$ cat src/rtl/ibex_pkg.sv
// Shared types and helpers for the custom-instruction issue stage.
package ibex_pkg;

  // Custom opcodes understood by the bloom-filter unit. Any other value is illegal.
  typedef enum logic [4:0] {
    CUST_RESET  = 5'd0,
    CUST_INSERT = 5'd1,
    CUST_CHECK  = 5'd2
  } custom_op_e;

  // Sequencing states of the issue stage.
  typedef enum logic [1:0] {
    IDLE  = 2'd0,
    ISSUE = 2'd1,
    WAIT  = 2'd2,
    DONE  = 2'd3
  } custom_issue_state_e;

  // The opcode is passed zero-extended to 32 bits so the helpers work for any
  // opcode field width up to 32.
  function automatic logic custom_op_is_legal(input logic [31:0] op);
    return op <= 32'(CUST_CHECK);
  endfunction

  // Only CHECK produces a value that belongs in the register file.
  function automatic logic custom_op_writes_rd(input logic [31:0] op);
    return op == 32'(CUST_CHECK);
  endfunction

endpackage

$ cat src/rtl/ibex_custom_issue.sv
// Issue/sequencing stage between ID and the bloom-filter custom unit.
// Handshake semantics: ID transfers an instruction on a cycle where
// id_custom_req_i & id_custom_gnt_o; EX sees a single-cycle ex_custom_en_o
// and answers with ex_custom_valid_i (only honoured in ISSUE/WAIT);
// writeback transfers the result on a cycle where wb_valid_o & wb_ready_i.
module ibex_custom_issue
  import ibex_pkg::*;
#(
  parameter int unsigned TimeoutCycles = 64,
  parameter int unsigned OpWidth       = 5
) (
  input  logic               clk_i,
  input  logic               rst_i,
  input  logic               id_custom_req_i,
  output logic               id_custom_gnt_o,
  input  logic [OpWidth-1:0] id_custom_op_i,
  input  logic [31:0]        id_rs1_i,
  input  logic [31:0]        id_rs2_i,
  input  logic [4:0]         id_rd_addr_i,
  input  logic               flush_i,
  output logic               ex_custom_en_o,
  output logic [OpWidth-1:0] ex_custom_op_o,
  output logic [31:0]        ex_rs1_o,
  output logic [31:0]        ex_rs2_o,
  input  logic               ex_custom_valid_i,
  input  logic [31:0]        ex_custom_result_i,
  output logic               wb_valid_o,
  input  logic               wb_ready_i,
  output logic               wb_we_o,
  output logic [4:0]         wb_rd_addr_o,
  output logic [31:0]        wb_result_o,
  output logic               wb_err_o,
  output logic               busy_o
);

  // One extra bit so the counter can never wrap before the timeout compare.
  localparam int unsigned CntW = $clog2(TimeoutCycles) + 1;

  custom_issue_state_e r_state;
  logic [OpWidth-1:0]  r_op;
  logic [31:0]         r_rs1;
  logic [31:0]         r_rs2;
  logic [4:0]          r_rd;
  logic [31:0]         r_result;
  logic                r_err;
  logic [CntW-1:0]     r_cnt;
  logic                r_rst_q;

  logic w_live;
  logic w_gnt;
  logic w_accept;
  logic w_op_legal;

  // Outputs are forced low while reset is asserted; r_rst_q extends the
  // grant block into the first cycle after reset.
  assign w_live     = ~rst_i;
  assign w_gnt      = w_live & ~r_rst_q & ~flush_i & (r_state == IDLE);
  assign w_accept   = w_gnt & id_custom_req_i;
  assign w_op_legal = custom_op_is_legal(32'(id_custom_op_i));

  // Sequencer: accept from ID, pulse EX, wait for the unit or time out, hold for WB.
  always_ff @(posedge clk_i) begin
    r_rst_q <= rst_i;
    if (rst_i) begin
      r_state  <= IDLE;
      r_op     <= '0;
      r_rs1    <= '0;
      r_rs2    <= '0;
      r_rd     <= '0;
      r_result <= '0;
      r_err    <= 1'b0;
      r_cnt    <= '0;
    end else if (flush_i) begin
      r_state <= IDLE;
    end else begin
      case (r_state)
        IDLE: begin
          if (w_accept) begin
            r_op  <= id_custom_op_i;
            r_rs1 <= id_rs1_i;
            r_rs2 <= id_rs2_i;
            r_rd  <= id_rd_addr_i;
            r_cnt <= '0;
            if (w_op_legal) begin
              r_err   <= 1'b0;
              r_state <= ISSUE;
            end else begin
              // Illegal opcode bypasses EX entirely.
              r_err    <= 1'b1;
              r_result <= '0;
              r_state  <= DONE;
            end
          end
        end
        ISSUE: begin
          r_cnt <= '0;
          if (ex_custom_valid_i) begin
            r_result <= ex_custom_result_i;
            r_err    <= 1'b0;
            r_state  <= DONE;
          end else begin
            r_state <= WAIT;
          end
        end
        WAIT: begin
          if (ex_custom_valid_i) begin
            r_result <= ex_custom_result_i;
            r_err    <= 1'b0;
            r_state  <= DONE;
          end else if (r_cnt == CntW'(TimeoutCycles - 1)) begin
            r_result <= '0;
            r_err    <= 1'b1;
            r_state  <= DONE;
          end else begin
            r_cnt <= r_cnt + 1'b1;
          end
        end
        DONE: begin
          if (wb_ready_i) begin
            r_state <= IDLE;
          end
        end
        default: r_state <= IDLE;
      endcase
    end
  end

  assign id_custom_gnt_o = w_gnt;
  assign ex_custom_en_o  = w_live & (r_state == ISSUE);
  assign ex_custom_op_o  = r_op & {OpWidth{w_live}};
  assign ex_rs1_o        = r_rs1 & {32{w_live}};
  assign ex_rs2_o        = r_rs2 & {32{w_live}};
  assign wb_valid_o      = w_live & (r_state == DONE);
  assign wb_we_o         = w_live & (r_state == DONE) & ~r_err &
                           custom_op_writes_rd(32'(r_op));
  assign wb_rd_addr_o    = r_rd & {5{w_live}};
  assign wb_result_o     = r_result & {32{w_live}};
  assign wb_err_o        = w_live & r_err;
  assign busy_o          = w_live & (r_state != IDLE);

endmodule

$ cat config.mk
export PLATFORM = sky130hd
export DESIGN_NAME = ibex_custom_issue
export DESIGN_NICKNAME = d
export VERILOG_FILES = /design/src/rtl/ibex_pkg.sv /design/src/rtl/ibex_custom_issue.sv
export SDC_FILE = /design/constraint.sdc
export NUM_CORES = 1
export LEC_CHECK = 0
export CORE_ASPECT_RATIO = 1.2
export CORE_MARGIN = 2
export CORE_UTILIZATION = 42
export CTS_CLUSTER_SIZE = 30
export DETAILED_ROUTE_END_ITERATION = 8
export GPL_ROUTABILITY_DRIVEN = 0
export MAX_ROUTING_LAYER = met4
export PLACE_DENSITY = 0.8
export SETUP_SLACK_MARGIN = 0.4
export SLEW_MARGIN = 20
export SYNTH_ARGS = -nofsm -noshare
export SYNTH_HDL_FRONTEND = slang
export SYNTH_SLANG_ARGS = --single-unit
$ cat constraint.sdc
create_clock -name clk_i -period 2.3 [get_ports clk_i]
set_input_delay 0.46 -clock clk_i [delete_from_list [all_inputs] [get_ports clk_i]]
set_output_delay 0.46 -clock clk_i [all_outputs]
set_load 0.02 [all_outputs]
; Word-level counts from Yosys, hierarchy flattened
; Index checks and enable logic that the tools add are counted.
[totals]
out_inout_bits = 112
input_bits = 112
word_cells = 74
regBits = 117
[op_classes]
reduce_logical = 9
n_mux = 23
eq_ne = 12
n_addsub = 1
order_cmp = 1
bitwise = 19
[ops]
columns = op, count
row1 = 32-bit 2-to-1 mux, 5
row2 = 32-bit AND, 3
row3 = 32-bit case mux with 3 select lines, 1
row4 = 7-bit 2-to-1 mux, 3
row5 = 7-bit case mux with 3 select lines, 1
row6 = 2-bit inequality test (second input constant), 6
row7 = 1-bit AND, 10
row8 = 5-bit AND, 2
row9 = 2-bit 2-to-1 mux, 5
row10 = 5-bit AND reduction, 2
row11 = 2-bit case mux with 4 select lines, 1
row12 = 7-bit by 1-bit adder with 7-bit output (second input constant), 1
row13 = 7-bit by 6-bit equality test with 1-bit output (second input constant), 1
row14 = 1-bit 2-to-1 mux, 6
row15 = 3-bit AND reduction, 2
row16 = 6-bit AND reduction, 1
row17 = 5-bit by 2-bit equality test with 1-bit output (second input constant), 1
row18 = 5-bit by 2-bit <= comparator with 1-bit output (second input constant), 1
row19 = 2-bit equality test (second input constant), 2
row20 = 1-bit NOT, 4
row21 = 3-bit inequality test (second input constant), 1
row22 = 1-bit case mux with 3 select lines, 1
row23 = 3-bit nonzero test, 1
row24 = 2-bit by 1-bit equality test with 1-bit output (second input constant), 1
row25 = 3 further kinds, 3

; Depth between registers and ports, before layout
; Gate-level depths: netlist of run 1.
[logic_depth]
depth_word = 7
depth_mapped = 8

; Least setup slack after synthesis of run 1
; OpenSTA, ideal clock, no wires.
[synth_path]
path_type = register -> output
start = reg r_state[0]
end = out id_custom_gnt_o
setup_slack_ps = 136
required_time_ps = 1840
t_arrival_ps = 1704
path_stages_with_launch = 6
path_cell_list = dfxtp_1 > inv_1 > ha_1 > clkbuf_1 > inv_1 > nor4_1
[synth_via]
elab_chain_cells = 2
[synth_lines]
columns = item, line_no
row1 = "start, declared", ibex_custom_issue.sv:39  ; custom_issue_state_e r_state;
row2 = "start signal, assigned", ibex_custom_issue.sv:65  ; r_state <= IDLE;
row3 = "start signal, assigned", ibex_custom_issue.sv:74  ; r_state <= IDLE;
row4 = "start signal, assigned", ibex_custom_issue.sv:86  ; r_state <= ISSUE;
row5 = 2-bit logical NOT, ibex_custom_issue.sv:57  ; assign w_gnt = w_live & ~r_rst_q & ~flush_i & (r_state == IDLE);
row6 = 1-bit AND, ibex_custom_issue.sv:57
row7 = "end, declared", ibex_custom_issue.sv:15  ; output logic id_custom_gnt_o,
; No other way between the ends.

; Worst setup path in the final report of run 1
[layout_path]
start = reg r_state[1]
end = out wb_we_o
[layout_via]
elab_chain_cells = 4
[layout_lines]
columns = item, line_no
row1 = 2-bit equality test, ibex_custom_issue.sv:134  ; assign wb_we_o = w_live & (r_state == DONE) & ~r_err &
row2 = 1-bit AND (3 in series), ibex_custom_issue.sv:134
row3 = "end, declared", ibex_custom_issue.sv:29  ; output logic wb_we_o,
; No other way between the ends.

==> results of run 1 <==
## layer usage
metal,routed length (µm),global-route usage [%],up-vias
li1,-,-,2553
met1,6321,26.39,2447
met2,8798,46.01,213
met3,802,5.495,42
met4,471,11.74,0
met5,0,-,-
## power groups by stage
stage                     logic, mW  clock network [mW]  registers, mW
after global routing          0.652                2.69           2.08
after CTS                     0.595                2.58           2.08
final                         0.614                2.54           2.08
after global placement        0.513                   0           2.12
after detailed placement      0.521                   0           2.12
after floorplan               0.208                   0           2.12
## kinds of logic after synthesis
| kind of cell | synth area share [%] |
|---|---|
| compound gates | 17.88 |
| fa+ha+maj | 1.488 |
| buf+inv | 4.613 |
| flops | 46.43 |
| mux | 0.6448 |
| simple gates | 28.94 |
## sequential cells by signal (all words and copies together) (netlist names)
register,flops
r_op,5
r_rs1,32
r_state,2
r_rs2,32
r_cnt,7
r_result,32
r_err,1
r_rd,5
r_rst_q,1
## what timing repair did
| action | in CTS | in global routing |
|---|---|---|
| resized for setup | 154 | 39 |
| setup endpoints to repair | 146 | 51 |
| setup buffers | 13 | 5 |
| pin swaps | 2 | 9 |
| gates cloned | 5 | 1 |
## cell type report
class | instances | area [µm²]
clock inverter | 4 | 70.07
tap | 157 | 196.4
fill | 896 | 3114
multi-input combinational | 437 | 2609
timing repair buffer | 278 | 2746
clock buffer | 26 | 499.2
inverter | 7 | 33.78
sequential | 117 | 2352
## stage by stage
step	total power, mW	hold slack (ns)
global placement	2.631	0.4364
CTS	5.252	0.2814
detailed placement	2.641	0.4392
finish	5.233	0.3085
global route	5.416	0.2934
floorplan	2.323	0.4318
## worst paths after layout
path                            startpoint  slack, ns  cells past startpoint           end
worst max-delay path            r_state[1]       0.28                      5       wb_we_o
worst min-delay path                 rst_i       0.31                      1       r_rst_q
worst max register to register  r_state[0]       0.30                     10  r_result[16]
worst min register to register    r_rs1[3]       0.44                      2      r_rs1[3]
## layout by cell type (no fill, tap or decap), types with 3 or more instances in the layout
cell and instances:
nand2_1 151, dfxtp_1 113, nor2b_1 111, clkdlybuf4s50_1 109, dlygate4sd2_1 94, a21oi_1 82
buf_4 34, a32o_1 32, clkbuf_16 18, buf_12 11, clkbuf_2 9, buf_6 7
nor2_1 5, clkbuf_1 5, clkdlybuf4s15_1 5, nand3_1 4, inv_1 4, ha_4 4
clkbuf_8 4, buf_16 4, and4b_1 3, nor3_1 3, o211ai_1 3, buf_2 3
## worst max-delay path, delay by kind of cell (launching register included)
kind / cells / cell delay, ns
adders and majority gates: 1 / 0.15
buffers and inverters: 2 / 0.27
DFF: 1 / 0.35
and+or+nand+nor: 2 / 0.39
==> results.yml, run 1 <==
sta:
  grt_setup_unrepaired: "true"
  slew_viol_final: 0
  min_period_ns: 2.024
  layout_setup_ws_ns: 0.2759
  tns_ns: 0
  fin_crit_sh_pct: 88.00
  fmax_mhz: 494.1
  worst_pin_slew_ns: 0.5340
  setup_viol: 0
  skew_ns: 0.008260
  hold_viol: 0
  slew_headroom_pct: 64.03
critical_path:
  path_cells: "buf_4 > ha_4 > nor2b_4 > and3_4 > buf_6"
  required_ns: 1.84
  slowest_stage: "dfxtp_4"
  crit_type: "reg -> out"
  start_kind: "register"
  critPathArrivalTime_ns: 1.56
  path_max_fanout: 4
  max_stage_delay_ns: 0.35
  end_kind: "output port"
clock_network:
  root_buffer: "clkbuf_16"
  clkSlewWorstSetupHoldPaths_ns: 0.05
  cts.sinks: 117
  clockBufferDepth: 2
  cts_hold_buf: 0
  cts_tree: "built"
  clk_latency_ns: 0.41
  htreeDepth: 4
  cts_buffers: 17
final_layout:
  fin_util_pct: 73.20
  drive_above_1_share_pct: 14.04
  n_antenna_cell: 0
  area_growth_syn_to_layout_pct: 68.63
  final_nets: 976
  stdcell_count: 1026
  final_area_um2: 8507
power:
  power_density_nw_per_um2: 615.1
  power_frac_comb_pct: 11.7
  p_int_mw: 4.107
  clock_power_share_pct: 48.6
  power.switching_mw: 1.126
  swShare_pct: 21.52
  total_leakage_power_nw: 3.589
  peakVddDrop_mv: 0.4413
  p_seq_share_pct: 39.7
yosys:
  yosys.area.top_type_share_pct: 46.43
  ys_warn_count: 0
  yosys_most_used_dff: "dfxtp_1"
  yosysSeqAreaShare_pct: 46.43
  netlist_instances: 612
  async_flop_share_pct: 0
  avgSynthCellArea_um2: 8.243
  yosys-top-cells-area: "dfxtp_1 46%, nor2b_1 14%, nand2_1 11%"
  yosysMostFrequentCell: "nand2_1"
  yosys_register_bits: 117
  netlist-cell-type-count: 42
  syn_area_um2: 5045
  syn_nets: 730
  synth_edf_count: 0
  yosys.area.top_type: "dfxtp_1"
  synth_common_cells: "151 x nand2_1, 117 x dfxtp_1, 112 x nor2b_1"
drt:
  dr_total_vias: 5255
  wl_per_cell_um: 15.98
  drt_wl_total_mm: 16.39
  drt_iter0_drc: 225
  drtAntennaViolNets: 0
  vias_per_cell: 5.122
  drc: 0
  drt_pass1_iterations: 6
placed_design:
  place_inst: 972
  dp_hpwl_mm: 10.70
  io_buffers: 223
  place_area_um2: 7645
  place_ws_ns: -0.1107
floorplanning:
  start_util_pct: 43.41
  io_pins: 224
  die_area_um2: 12910
  row_count: 43
  fp.dieH_um: 124.1
  core_area_um2: 11620
  die_w_um: 104.0
global_route:
  grt_pass1_vias: 5084
  grtUsageTotal_pct: 25.28
  antenna_found_initial: 0
  grt_max_degree: 55
  grt-ovfl-total: 0
  grt_first_pass_wirelength_mm: 25.02
job:
  maxCapViolCount: 0
run_status:
  status: "finished, final reports clean"
worst_hold_path:
  min_path_type: "in -> reg"
No activity file was read; power rests on OpenSTA's default activity.
==> inputs of run 2 (changes only) <==
--- a/config.mk
+++ b/config.mk
@@ -6,7 +6,7 @@
 export NUM_CORES = 1
 export LEC_CHECK = 0
 export CORE_ASPECT_RATIO = 1.2
-export CORE_MARGIN = 2
+export CORE_MARGIN = 1
 export CORE_UTILIZATION = 42
 export CTS_CLUSTER_SIZE = 30
 export DETAILED_ROUTE_END_ITERATION = 8
==> run 2 against run 1 <==
Net effect:
- critical path depth unchanged
- worst setup slack gained 0.022 ns
- die area down 3.5%
- design area is essentially flat
- core utilization about the same
- clock power up 11%
- routed wire length is 0.30% lower
- critical endpoint unchanged
- largest cell class unchanged
- largest power group unchanged
==> results.yml, run 2 (synthesis gave the netlist of run 1 again) <==
placed_design:
  place_area_um2: 7580
  dp_hpwl_mm: 10.30
  io_buffers: 223
power:
  total_power_mw: 5.476
  p_seq_share_pct: 37.9
  power.switching_mw: 1.176
  peakVddDrop_mv: 0.4557
  power_density_nw_per_um2: 643.6
  p_int_mw: 4.300
  swShare_pct: 21.48
  total_leakage_power_nw: 3.630
  clock_power_share_pct: 51.3
  power_frac_comb_pct: 10.8
drt:
  drtAntennaViolNets: 0
  drt_iter0_drc: 265
  dr_total_vias: 5275
  drt_wl_total_mm: 16.34
  drc: 0
  wl_per_cell_um: 16.07
  vias_per_cell: 5.187
  drt_pass1_iterations: 5
sta:
  slew_headroom_pct: 61.12
  grt_setup_unrepaired: "true"
  fmax_mhz: 499.5
  hold_viol: 0
  fin_crit_sh_pct: 87.04
  min_period_ns: 2.002
  worst_pin_slew_ns: 0.5819
  skew_ns: 0.006653
  tns_ns: 0
  slew_viol_final: 0
  setup_viol: 0
floorplanning:
  die_area_um2: 12460
  io_pins: 224
  core_area_um2: 11620
  start_util_pct: 43.41
  fp.dieH_um: 122.1
  die_w_um: 102.0
  row_count: 43
clock_network:
  root_buffer: "clkbuf_16"
  cts.sinks: 117
  cts_tree: "built"
  clk_latency_ns: 0.41
  cts_buffers: 17
  clkSlewWorstSetupHoldPaths_ns: 0.05
  htreeDepth: 4
  clockBufferDepth: 2
  cts_hold_buf: 0
final_layout:
  fill_cells: 927
  final_nets: 967
  final_area_um2: 8509
  final_cell_mix: "151 x nand2_1, 113 x dfxtp_1, 110 x nor2b_1, 110 x dlygate4sd2_1, 104 x clkdlybuf4s50_1"
  multi_input_area_um2: 2635
  n_antenna_cell: 0
  drive_above_1_share_pct: 12.91
  area_growth_syn_to_layout_pct: 68.68
  layout_commonest_cell: "nand2_1"
  regArea_um2: 2352
  reg_top3: "r_result x32, r_rs1 x32, r_rs2 x32"
worst_hold_path:
  hold_depth: 1
  holdPathEnd: "r_rst_q"
  holdCritStartpoint: "rst_i"
  min_path_type: "in -> reg"
critical_path:
  rrSetupSlack_ns: 0.37
  path_cells: "buf_4 > ha_2 > nor2b_4 > and3_4 > buf_6"
  slowest_stage: "dfxtp_4"
  start_kind: "register"
  path_max_fanout: 4
  reg2regPathDepth: 10
  critPathArrivalTime_ns: 1.54
  crit_type: "reg -> out"
  max_stage_delay_ns: 0.35
  required_ns: 1.84
  end_kind: "output port"
  critical_path_buf_inv_count: 2
  reg2reg_to: "r_result[13]"
  timing.rr.start: "r_state[0]"
  crit_family: "flip-flops"
global_route:
  grt_max_degree: 75
  grtUsageTotal_pct: 25.50
  grt-ovfl-total: 0
  grt_pass1_vias: 4990
  grt_first_pass_wirelength_mm: 23.66
  antenna_found_initial: 0
job:
  maxCapViolCount: 0
run_status:
  status: "finished, final reports clean"
-- run 2: area by class of cell --
class / count / area share, %
Sequential cell: 117 / 27.64
Inverter: 7 / 0.3970
Clock buffer: 21 / 5.646
Timing Repair Buffer: 269 / 31.27
Clock inverter: 9 / 1.764
Tap cell: 157 / 2.308
Multi-Input combinational cell: 437 / 30.97
-- run 2: what timing repair did --
action	in CTS	in global routing
pin swaps	12	7
setup endpoints to repair	146	113
cloned	3	1
gates resized for setup	158	26
setup buffers	7	11
-- run 2: worst max path at each step --
| stage | startpoint | cells after the start | to | slack (ns) |
|---|---|---|---|---|
| final | r_state[1] | 5 | wb_we_o | 0.30 |
| after global routing | r_state[1] | 5 | wb_we_o | 0.23 |
| after CTS | rst_i | 4 | wb_result_o[14] | 0.20 |
| after detailed placement | id_custom_op_i[1] | 7 | r_result[4] | -0.21 |
| after global placement | id_custom_op_i[1] | 7 | r_result[8] | -0.20 |
| after floorplan | rst_i | 6 | r_result[0] | 0.36 |
-- run 2: power groups by stage --
stage	combinational (mW)	clock (mW)	sequential [mW]
after floorplan	0.208	0	2.12
after global placement	0.501	0	2.12
after detailed placement	0.510	0	2.12
after CTS	0.554	2.82	2.08
after global routing	0.627	2.94	2.08
final	0.590	2.81	2.08
-- run 2: metal layers --
layer | global-route usage (%) | vias up | routed length, µm
li1 | - | 2534 | -
met1 | 26.29 | 2467 | 6226
met2 | 44.13 | 222 | 8534
met3 | 6.254 | 52 | 930
met4 | 13.84 | 0 | 652
met5 | - | - | 0
-- run 2: worst register-to-register path, stage by stage (launching register included) --
cell	delay, ns
dfxtp_4	0.37
inv_6	0.04
ha_4	0.15
buf_6	0.13
a211oi_4	0.24
buf_4	0.15
o31a_1	0.22
buf_6	0.15
buf_12	0.10
buf_12	0.11
a32o_1	0.20
-- run 2: stage by stage --
step | hold slack [ns] | setup slack [ns] | util [%] | std cells
after detailed placement | 0.4379 | -0.2139 | 65.22 | 965
after floorplan | 0.4318 | 0.3574 | - | 612
after global routing | 0.3240 | 0.2315 | 73.22 | 1017
final | 0.3385 | 0.2980 | 73.22 | 1017
after global placement | 0.4374 | -0.1989 | 65.22 | 965
after CTS | 0.3060 | 0.2000 | 71.63 | 1005
==> inputs of run 3 (changes only) <==
--- a/config.mk
+++ b/config.mk
@@ -18,3 +18,4 @@
 export SYNTH_ARGS = -nofsm -noshare
 export SYNTH_HDL_FRONTEND = slang
 export SYNTH_SLANG_ARGS = --single-unit
+export TNS_END_PERCENT = 30
==> run 3 against run 2 <==
Net effect:
- die area is the same
- non-clock buffer count shrank 13
- core utilization shrank 0.87 points
- design area shrank 1.2%
- global-route usage shrank 1.4 points
- count of clock-buffer cells in the layout grew 2
- clock power shrank 6%
- worst hold slack lost 0.029 ns
- critical path depth shrank 1
- sequential cell count is the same
- first-iteration DRC count shrank 10%
- cell count shrank 1.1%
- critical endpoint is now ex_rs1_o[31]
- largest cell class unchanged
- largest power group unchanged
- highest routed layer unchanged
==> results.yml, run 3 (synthesis gave the netlist of run 1 again) <==
final_layout:
  fin_util_pct: 72.35
  area_growth_syn_to_layout_pct: 66.67
  layout_commonest_cell: "nand2_1"
  n_antenna_cell: 0
  final_cell_mix: "151 x nand2_1, 143 x clkdlybuf4s50_1, 113 x dfxtp_1"
  drive_above_1_share_pct: 10.48
  reg_top3: "r_result x32, r_rs1 x32, r_rs2 x32"
  fill_cells: 922
  final_nets: 954
global_route:
  grt_first_pass_wirelength_mm: 22.54
  antenna_found_initial: 0
  grt_max_degree: 51
  grtUsageTotal_pct: 24.06
  grt_pass1_vias: 4864
  grt-ovfl-total: 0
worst_hold_path:
  min_path_type: "in -> reg"
drt:
  dr_total_vias: 5129
  drtAntennaViolNets: 0
  drc: 0
  drt_pass1_iterations: 4
  drt_wl_total_mm: 15.64
  vias_per_cell: 5.098
  drt_iter0_drc: 238
  wl_per_cell_um: 15.54
sta:
  fin_crit_sh_pct: 89.09
  grt_setup_unrepaired: "true"
  worst_pin_slew_ns: 0.5548
  layout_setup_ws_ns: 0.2508
  skew_ns: 0.007911
  slew_headroom_pct: 62.92
  slew_viol_final: 0
  fmax_mhz: 488.0
  setup_viol: 0
  hold_viol: 0
  min_period_ns: 2.049
clock_network:
  clk_latency_ns: 0.40
  cts_hold_buf: 0
  clkSlewWorstSetupHoldPaths_ns: 0.05
  root_buffer: "clkbuf_16"
  cts_tree: "built"
  cts.sinks: 117
  htreeDepth: 4
  clockBufferDepth: 2
  cts_buffers: 17
floorplanning:
  fp.dieH_um: 122.1
  die_area_um2: 12460
  start_util_pct: 43.41
  core_area_um2: 11620
  die_w_um: 102.0
  row_count: 43
  io_pins: 224
critical_path:
  crit_type: "in -> out"
  start_kind: "input port"
  required_ns: 1.84
  timing.rr.start: "r_state[0]"
  critPathArrivalTime_ns: 1.59
  crit_path_start: "rst_i"
  reg2regPathDepth: 7
  rrSetupSlack_ns: 0.41
  cp-endpoint: "ex_rs1_o[31]"
  end_kind: "output port"
  reg2reg_to: "r_result[21]"
  path_max_fanout: 41
job:
  maxCapViolCount: 0
power:
  total_leakage_power_nw: 3.752
  peakVddDrop_mv: 0.4539
  power_density_nw_per_um2: 625.1
placed_design:
  io_buffers: 223
  dp_hpwl_mm: 10.42
  place_ws_ns: -0.07595
run_status:
  status: "finished, final reports clean"
-- run 3: cell count changes in the layout (fill, tap and decap cells not counted), moves of 2 or more --
cell / change
clkdlybuf4s50_1: +39
buf_16: -3
buf_4: -6
buf_6: -5
nor2b_1: +2
ha_1: +3
ha_4: -2
dlygate4sd2_1: -70
clkbuf_8: -2
buf_12: -3
dlymetal6s2s_1: +31
clkbuf_1: +4
-- run 3: report_power, final --
part	switching, mW	leakage (nW)	total, mW	internal [mW]
Sequential	0.0179	0.948	2.08	2.06
Combinational	0.241	2.51	0.549	0.308
Clock	0.875	0.291	2.63	1.75
Total	1.13	3.75	5.26	4.12
-- run 3: cell type report --
class	count	area (µm²)	area share, %
timing repair buffer	256	2639	31.38
multi-input combinational	437	2592	30.83
sequential	117	2355	28.01
clock buffer	23	467.9	5.565
tap	157	196.4	2.336
clock inverter	9	126.4	1.503
inverter	7	31.28	0.3720
-- run 3: worst max-delay path: stages --
cell             delay [ns]
buf_8                  0.17
buf_12                 0.20
nor2b_1                0.12
clkdlybuf4s50_1        0.62
-- run 3: per-layer routing --
layer  wire (µm)  GRT usage (%)  vias up
met5           0              -        -
met4         459          10.09        0
met3         847          4.418       33
met2        8317          42.58      185
met1        6011          26.12     2403
li1            -              -     2508
-- run 3: repair_timing --
item                                    CTS  global route
endpoints found under the setup margin  151           183
gates resized for setup                  70            52
hold endpoints to repair                  0             0
pin swaps                                 1             4
setup buffers                             0             3
gates cloned                              0             3
-- run 3: worst min path at each step --
| stage | startpoint | end | slack (ns) | depth (start not counted) |
|---|---|---|---|---|
| detailed placement | r_rs1[9] | r_rs1[9] | 0.44 | 2 |
| global route | rst_i | r_rst_q | 0.30 | 1 |
| CTS | rst_i | r_rst_q | 0.30 | 1 |
| floorplan | r_rd[0] | r_rd[0] | 0.43 | 2 |
| global placement | r_rs1[31] | r_rs1[31] | 0.44 | 2 |
| finish | rst_i | r_rst_q | 0.31 | 1 |
-- run 3: metrics by stage --
step                      setup TNS (ns)  hold slack (ns)  area, µm²  std cells  power, mW
after floorplan                        0           0.4318       5072        612      2.322
after global placement           -0.5830           0.4375       7602        968      2.625
after detailed placement          -2.011           0.4426       7602        968      2.637
after CTS                              0           0.3039       8163       1000      5.264
after global routing                   0           0.3016       8408       1006      5.436
final                                  0           0.3091       8408       1006      5.256
==> edit 1 (config.mk and constraints of run 1) <==
The 4 states of `custom_issue_state_e` get a one-hot encoding in 4 bits.
--- a/src/rtl/ibex_pkg.sv
+++ b/src/rtl/ibex_pkg.sv
@@ -11,7 +11,7 @@
   // Sequencing states of the issue stage.
-  typedef enum logic [1:0] {
-    IDLE  = 2'd0,
-    ISSUE = 2'd1,
-    WAIT  = 2'd2,
-    DONE  = 2'd3
+  typedef enum logic [3:0] {
+    IDLE  = 4'b0001,
+    ISSUE = 4'b0010,
+    WAIT  = 4'b0100,
+    DONE  = 4'b1000
   } custom_issue_state_e;
Formal check against the unedited RTL: no difference found for any inputs over 4 cycles, from zero or initial values and one cycle with rst_i high; so few cycles prove little.
==> edit 1 against run 1 <==
- routed wire length shrank 2.0%
- count of clock-buffer cells in the layout fell by 2
- area after synthesis is 4.4% higher
- utilization grew 2.4 points
- design area increased by 8.1%
- sequential power is 2% higher
- power decreased by 3.2%
- worst setup slack got worse by 190 ps
- sequential cell count increased by 2
==> edit 1: results (changes against run 1) <==
.. list-table::
   :header-rows: 1

   * - Metric
     - Value
   * - Worst Hold End
     - r_rst_q$_DFF_P_
   * - HPWL after detailed placement
     - 10.39 mm (-2.9%)
   * - Number of non-filler instances in the completed layout
     - 933 (-9.1%)
   * - Share of synthesized area occupied by flip-flops and latches
     - 45.25% (-1.2 points)
   * - Cell type group with the largest total delay on the critical path
     - simple AND/OR/NAND/NOR gates
   * - Placed Cells
     - 874 (-10%)
   * - Worst flop-to-flop path startpoint
     - r_rst_q$_DFF_P_
   * - Worst slew margin relative to its limit
     - 71.58% (+7.6 points)
   * - Total global-route track usage
     - 23.74% (-1.5 points)
   * - Max FO, Critical Path
     - 3 (-1)
   * - Crit path DAT
     - 1750 ps (+190 ps)
   * - Min-Delay Startpoint
     - rst_i
   * - R2R Setup Slk
     - 270 ps (-30 ps)
   * - Vias per Instance
     - 4.917 (-4.0%)
   * - Min-Delay Path Depth
     - 2 (+1)
   * - Net total in the final layout
     - 875 (-10%)
   * - Library cells used by synthesis
     - 43 (+2.4%)
   * - Worst setup path startpoint
     - r_err$_SDFFE_PP0P_
   * - Synth Net Count
     - 599 (-18%)
   * - Status
     - finished clean
   * - Routed wire length
     - 16.06 mm (-2.0%)
   * - Maximum number of pins on one net before global-route repair
     - 63 (+15%)
   * - Slowest stage cell on the critical path
     - sky130_fd_sc_hd__or4_1
   * - Net switching component of the power
     - 1.080 mW (-4.1%)
   * - Commonest cells in the synthesized netlist
     - sky130_fd_sc_hd__dfxtp_1, sky130_fd_sc_hd__nor2b_1, sky130_fd_sc_hd__mux2_2, sky130_fd_sc_hd__and2_1, sky130_fd_sc_hd__mux2_4
   * - Capture instance of the worst register-to-register path
     - r_result[17]$_SDFFE_PP0P_
   * - Max IR drop VDD
     - 0.4238 mV (-4.0%)
   * - Number of detailed-route iterations in the first pass
     - 4 (-2)
   * - Layout Skew
     - 8.948 ps (+0.6879 ps)
   * - Lkg Pwr
     - 4.152 nW (+16%)
   * - Number of DRC markers after the initial detailed-route iteration
     - 115 (-49%)
   * - Number of standard cells after synthesis
     - 486 (-21%)
   * - Reg2reg path depth
     - 7 (-3)
==> edit 1: cell types whose count changed after synthesis, moves of 8 or more <==
cell and change:
sky130_fd_sc_hd__a21oi_1 -73, sky130_fd_sc_hd__a32o_1 -32, sky130_fd_sc_hd__and2_1 +31, sky130_fd_sc_hd__clkbuf_1 -23, sky130_fd_sc_hd__mux2_2 +73, sky130_fd_sc_hd__mux2_4 +30, sky130_fd_sc_hd__nand2_1 -144, sky130_fd_sc_hd__nor2_1 +9
sky130_fd_sc_hd__o21ai_0 +8
==> edit 1: metrics by stage <==
stage | setup slack [ps] | utilization (%) | instance area (sq um) | hold WS [ps] | power (mW)
CTS | 85.92 | 73.08 | 8891 | 417.1 | 5.057
floorplan | 287.7 | - | 5333 | 474.3 | 2.354
global route | 23.57 | 75.61 | 9199 | 428.4 | 5.235
finish | 86.98 | 75.61 | 9199 | 425.0 | 5.063
global placement | -208.0 | 65.36 | 7953 | 496.8 | 2.650
detailed placement | -224.7 | 65.36 | 7953 | 507.4 | 2.661
==> edit 1: repair_timing <==
action | in CTS | in global routing
pin swaps | 6 | 7
buffers inserted | 17 | 6
gates resized for setup | 208 | 100
endpoints found under the setup margin | 217 | 140
gates cloned | 6 | 1
==> edit 1: layout make-up <==
class	instances	area [sq um]	share of cell area, %
Multi-Input combinational cell	335	3115	33.87
Timing Repair Buffer	287	2958	32.15
Sequential cell	119	2395	26.03
Clock buffer	24	471.7	5.128
Tap cell	161	201.4	2.190
Clock inverter	5	50.05	0.5441
Inverter	2	7.507	0.08161
==> edit 1: routing by layer <==
metal	vias to the layer above	GRT usage, %	share of wire [%]
met5	-	-	0
li1	2202	-	-
met2	172	40.84	52
met1	2183	26.15	39
met3	31	6.269	6.1
met4	0	9.133	2.4
==> edit 1: worst max-delay path by stage <==
stage	to
global placement	r_rs1[21]$_SDFFE_PP0P_
detailed placement	r_rs1[22]$_SDFFE_PP0P_
CTS	wb_we_o
floorplan	r_rs1[10]$_SDFFE_PP0P_
global route	wb_we_o
finish	wb_we_o
==> edit 1: kinds of logic (layout without fill, tap and decap cells) <==
| group | Yosys count | in the layout | share of synthesized area (%) |
|---|---|---|---|
| xor gates and xnor gates | 1 | 1 | 0.1664 |
| DFF | 119 | 119 | 45.25 |
| buffers and inverters | 32 | 318 | 3.161 |
| adders and majority gates | 1 | 1 | 0.2376 |
| AOI/OAI and AO/OA | 30 | 30 | 3.470 |
| muxes | 106 | 106 | 24.79 |
| and+or+nand+nor | 197 | 197 | 22.93 |
==> edit 1: power groups by stage <==
stage          Clock [mW]  Sequential (mW)  Combinational, mW
3_5_place_dp            0             2.17              0.493
3_3_place_gp            0             2.17              0.483
2_1_floorplan           0             2.16              0.191
6_report             2.37             2.13              0.565
5_1_grt              2.51             2.13              0.596
4_1_cts              2.41             2.13              0.526
==> edit 2 (flow settings as in run 1) <==
Made on the original files. `TimeoutCycles`: 64 -> 128.
--- a/src/rtl/ibex_custom_issue.sv
+++ b/src/rtl/ibex_custom_issue.sv
@@ -8,3 +8,3 @@
 #(
-  parameter int unsigned TimeoutCycles = 64,
+  parameter int unsigned TimeoutCycles = 128,
   parameter int unsigned OpWidth       = 5
Formal check against the unedited RTL: no difference found for any inputs over 4 cycles, from zero or initial values and one cycle with rst_i high; that may be too few to reach the edited logic, so the function may still have changed.
==> edit 2 against run 1 <==
- critical path depth up 4
- utilization down 4.2 points
- clock power up 2%
- design area up 2.8%
- first-iteration DRC count up 15%
- worst setup slack better by 130 ps
- synthesized cell count up 14%
- routed wire length down 4.1%
- combinational power down 5.0%
- sequential cell count up 1
- via count up 2.0%
- power up 0.81%
- area after synthesis up 8.1%
- critical path type is now reg2reg
- largest cell class is now multi-input gates
==> edit 2: results (changes against run 1) <==
.. list-table::
   :header-rows: 1

   * - Metric
     - Value
   * - Routed wire length
     - 15.72 mm (-4.1%)
   * - Lkg Pwr
     - 3.851 nW (+7.3%)
   * - Commonest cells in the synthesized netlist
     - sky130_fd_sc_hd__nand2_1, sky130_fd_sc_hd__dfxtp_1, sky130_fd_sc_hd__a21oi_1, sky130_fd_sc_hd__nor2b_1, sky130_fd_sc_hd__clkbuf_1
   * - Number of DRC markers after the initial detailed-route iteration
     - 258 (+15%)
   * - Detailed-route wire length per cell
     - 14.25 um (-11%)
   * - Cell type group with the largest total delay on the critical path
     - buffers and inverters
   * - Share of synthesized area occupied by flip-flops and latches
     - 43.33% (-3.1 points)
   * - Worst Hold End
     - r_rst_q$_DFF_P_
   * - Proportion of layout cells with a drive suffix above 1
     - 11.93% (-2.1 points)
   * - First-pass GRT wire length
     - 24.50 mm (-2.1%)
   * - Quantity of I/O buffers inserted on ports
     - 223 (unchanged)
   * - Vias per Instance
     - 4.860 (-5.1%)
   * - Capture instance of the worst register-to-register path
     - r_result[20]$_SDFFE_PP0P_
   * - Library cells used by synthesis
     - 47 (+12%)
   * - Maximum number of pins on one net before global-route repair
     - 56 (+1.8%)
   * - Slew @ Worst Pin
     - 385.7 ps (-148.3 ps)
   * - Vias in the first global route
     - 5113 (+0.57%)
   * - Reg2reg path depth
     - 9 (-1)
   * - Area of placed instances
     - 8000 sq um (+4.6%)
   * - Number of standard cells after synthesis
     - 696 (+14%)
   * - Synth area leaders
     - sky130_fd_sc_hd__dfxtp_1, sky130_fd_sc_hd__nand2_1, sky130_fd_sc_hd__nor2b_1
   * - Total global-route track usage
     - 22.89% (-2.4 points)
   * - Class of the tightest hold or removal check
     - in2reg
   * - Number of detailed-route iterations in the first pass
     - 5 (-1)
   * - Slowest stage cell on the critical path
     - sky130_fd_sc_hd__dfxtp_4
   * - R2R Setup Slk
     - 400 ps (+100 ps)
   * - Area of the multi-input gates
     - 2879 sq um (+10%)
   * - Number of fill cells in the layout
     - 1022 (+14%)
   * - Net total in the final layout
     - 1044 (+7.0%)
   * - Synth Net Count
     - 814 (+12%)
   * - Status
     - finished clean
   * - Max IR drop VDD
     - 0.4106 mV (-7.0%)
   * - Layout Skew
     - 5.285 ps (-2.975 ps)
   * - Worst flop-to-flop path startpoint
     - r_state[1]$_SDFFE_PP0P_
   * - Placed Cells
     - 1062 (+9.3%)
   * - Max FO, Critical Path
     - 11 (+7)
   * - HPWL after detailed placement
     - 10.28 mm (-3.9%)
-- edit 2: cell types whose count changed in the layout (fill, tap and decap cells not counted), moves of 5 or more --
cell | before | now
sky130_fd_sc_hd__clkdlybuf4s15_1 | 5 | 0
sky130_fd_sc_hd__nand2_1 | 151 | 186
sky130_fd_sc_hd__clkbuf_2 | 9 | 0
sky130_fd_sc_hd__inv_1 | 4 | 34
sky130_fd_sc_hd__nand2b_1 | 2 | 33
sky130_fd_sc_hd__a32o_1 | 32 | 0
sky130_fd_sc_hd__nor2b_1 | 111 | 78
sky130_fd_sc_hd__mux2i_1 | 1 | 31
sky130_fd_sc_hd__clkinvlp_4 | 0 | 6
sky130_fd_sc_hd__nor2_1 | 5 | 10
sky130_fd_sc_hd__buf_4 | 34 | 24
sky130_fd_sc_hd__dlygate4sd2_1 | 94 | 109
-- edit 2: worst max path at each step --
stage,start,to
after CTS,r_state[1]$_SDFFE_PP0P_,id_custom_gnt_o
after detailed placement,flush_i,r_cnt[5]$_SDFFE_PP0P_
after global placement,flush_i,id_custom_gnt_o
final,r_state[1]$_SDFFE_PP0P_,r_result[20]$_SDFFE_PP0P_
after global routing,r_state[0]$_SDFFE_PP0P_,id_custom_gnt_o
after floorplan,rst_i,r_result[0]$_SDFFE_PP0P_
-- edit 2: cell families after synthesis --
family,share of synthesized area (%)
and+or+nand+nor,30.27
AOI/OAI and AO/OA,12.28
DFF,43.33
adders and majority gates,1.377
buffers and inverters,6.862
muxes,5.876
-- edit 2: power breakdown --
part           switching, mW  total [mW]  internal [mW]
sequential            0.0176        2.09           2.08
combinational          0.246       0.583          0.336
clock                  0.954        2.60           1.64
total                   1.22        5.28           4.06
-- edit 2: timing repair --
action / CTS / global route
gates resized for setup: 154 / 30
hold buffers: 0 / 0
pin swaps: 4 / 5
endpoints found under the setup margin: 149 / 40
buffers inserted: 3 / 3
gates cloned: 2 / 1
-- edit 2: final cells by class --
| class | count | area share [%] |
|---|---|---|
| clock buffer | 20 | 5.221 |
| timing repair buffer | 262 | 29.29 |
| inverter | 37 | 1.616 |
| multi-input combinational | 490 | 32.91 |
| clock inverter | 12 | 1.473 |
| tap | 164 | 2.346 |
| sequential | 118 | 27.13 |
-- edit 2: through the flow --
step                      worst slack, ps  power, mW  hold slack, ps
final                               401.0      5.275           323.7
after floorplan                     386.2      2.367           431.8
after CTS                           247.2      5.309           298.9
after global placement             -101.7      2.668           432.2
after global routing                332.0      5.475           307.1
after detailed placement           -147.1      2.672           440.3
-- edit 2: layer usage --
metal / vias up / global-route usage [%] / share of wire (%)
met4: 0 / 8.220 / 1.5
met3: 20 / 6.535 / 7.0
met5: - / - / 0
met1: 2429 / 27.26 / 43
met2: 201 / 36.88 / 49
li1: 2711 / - / -
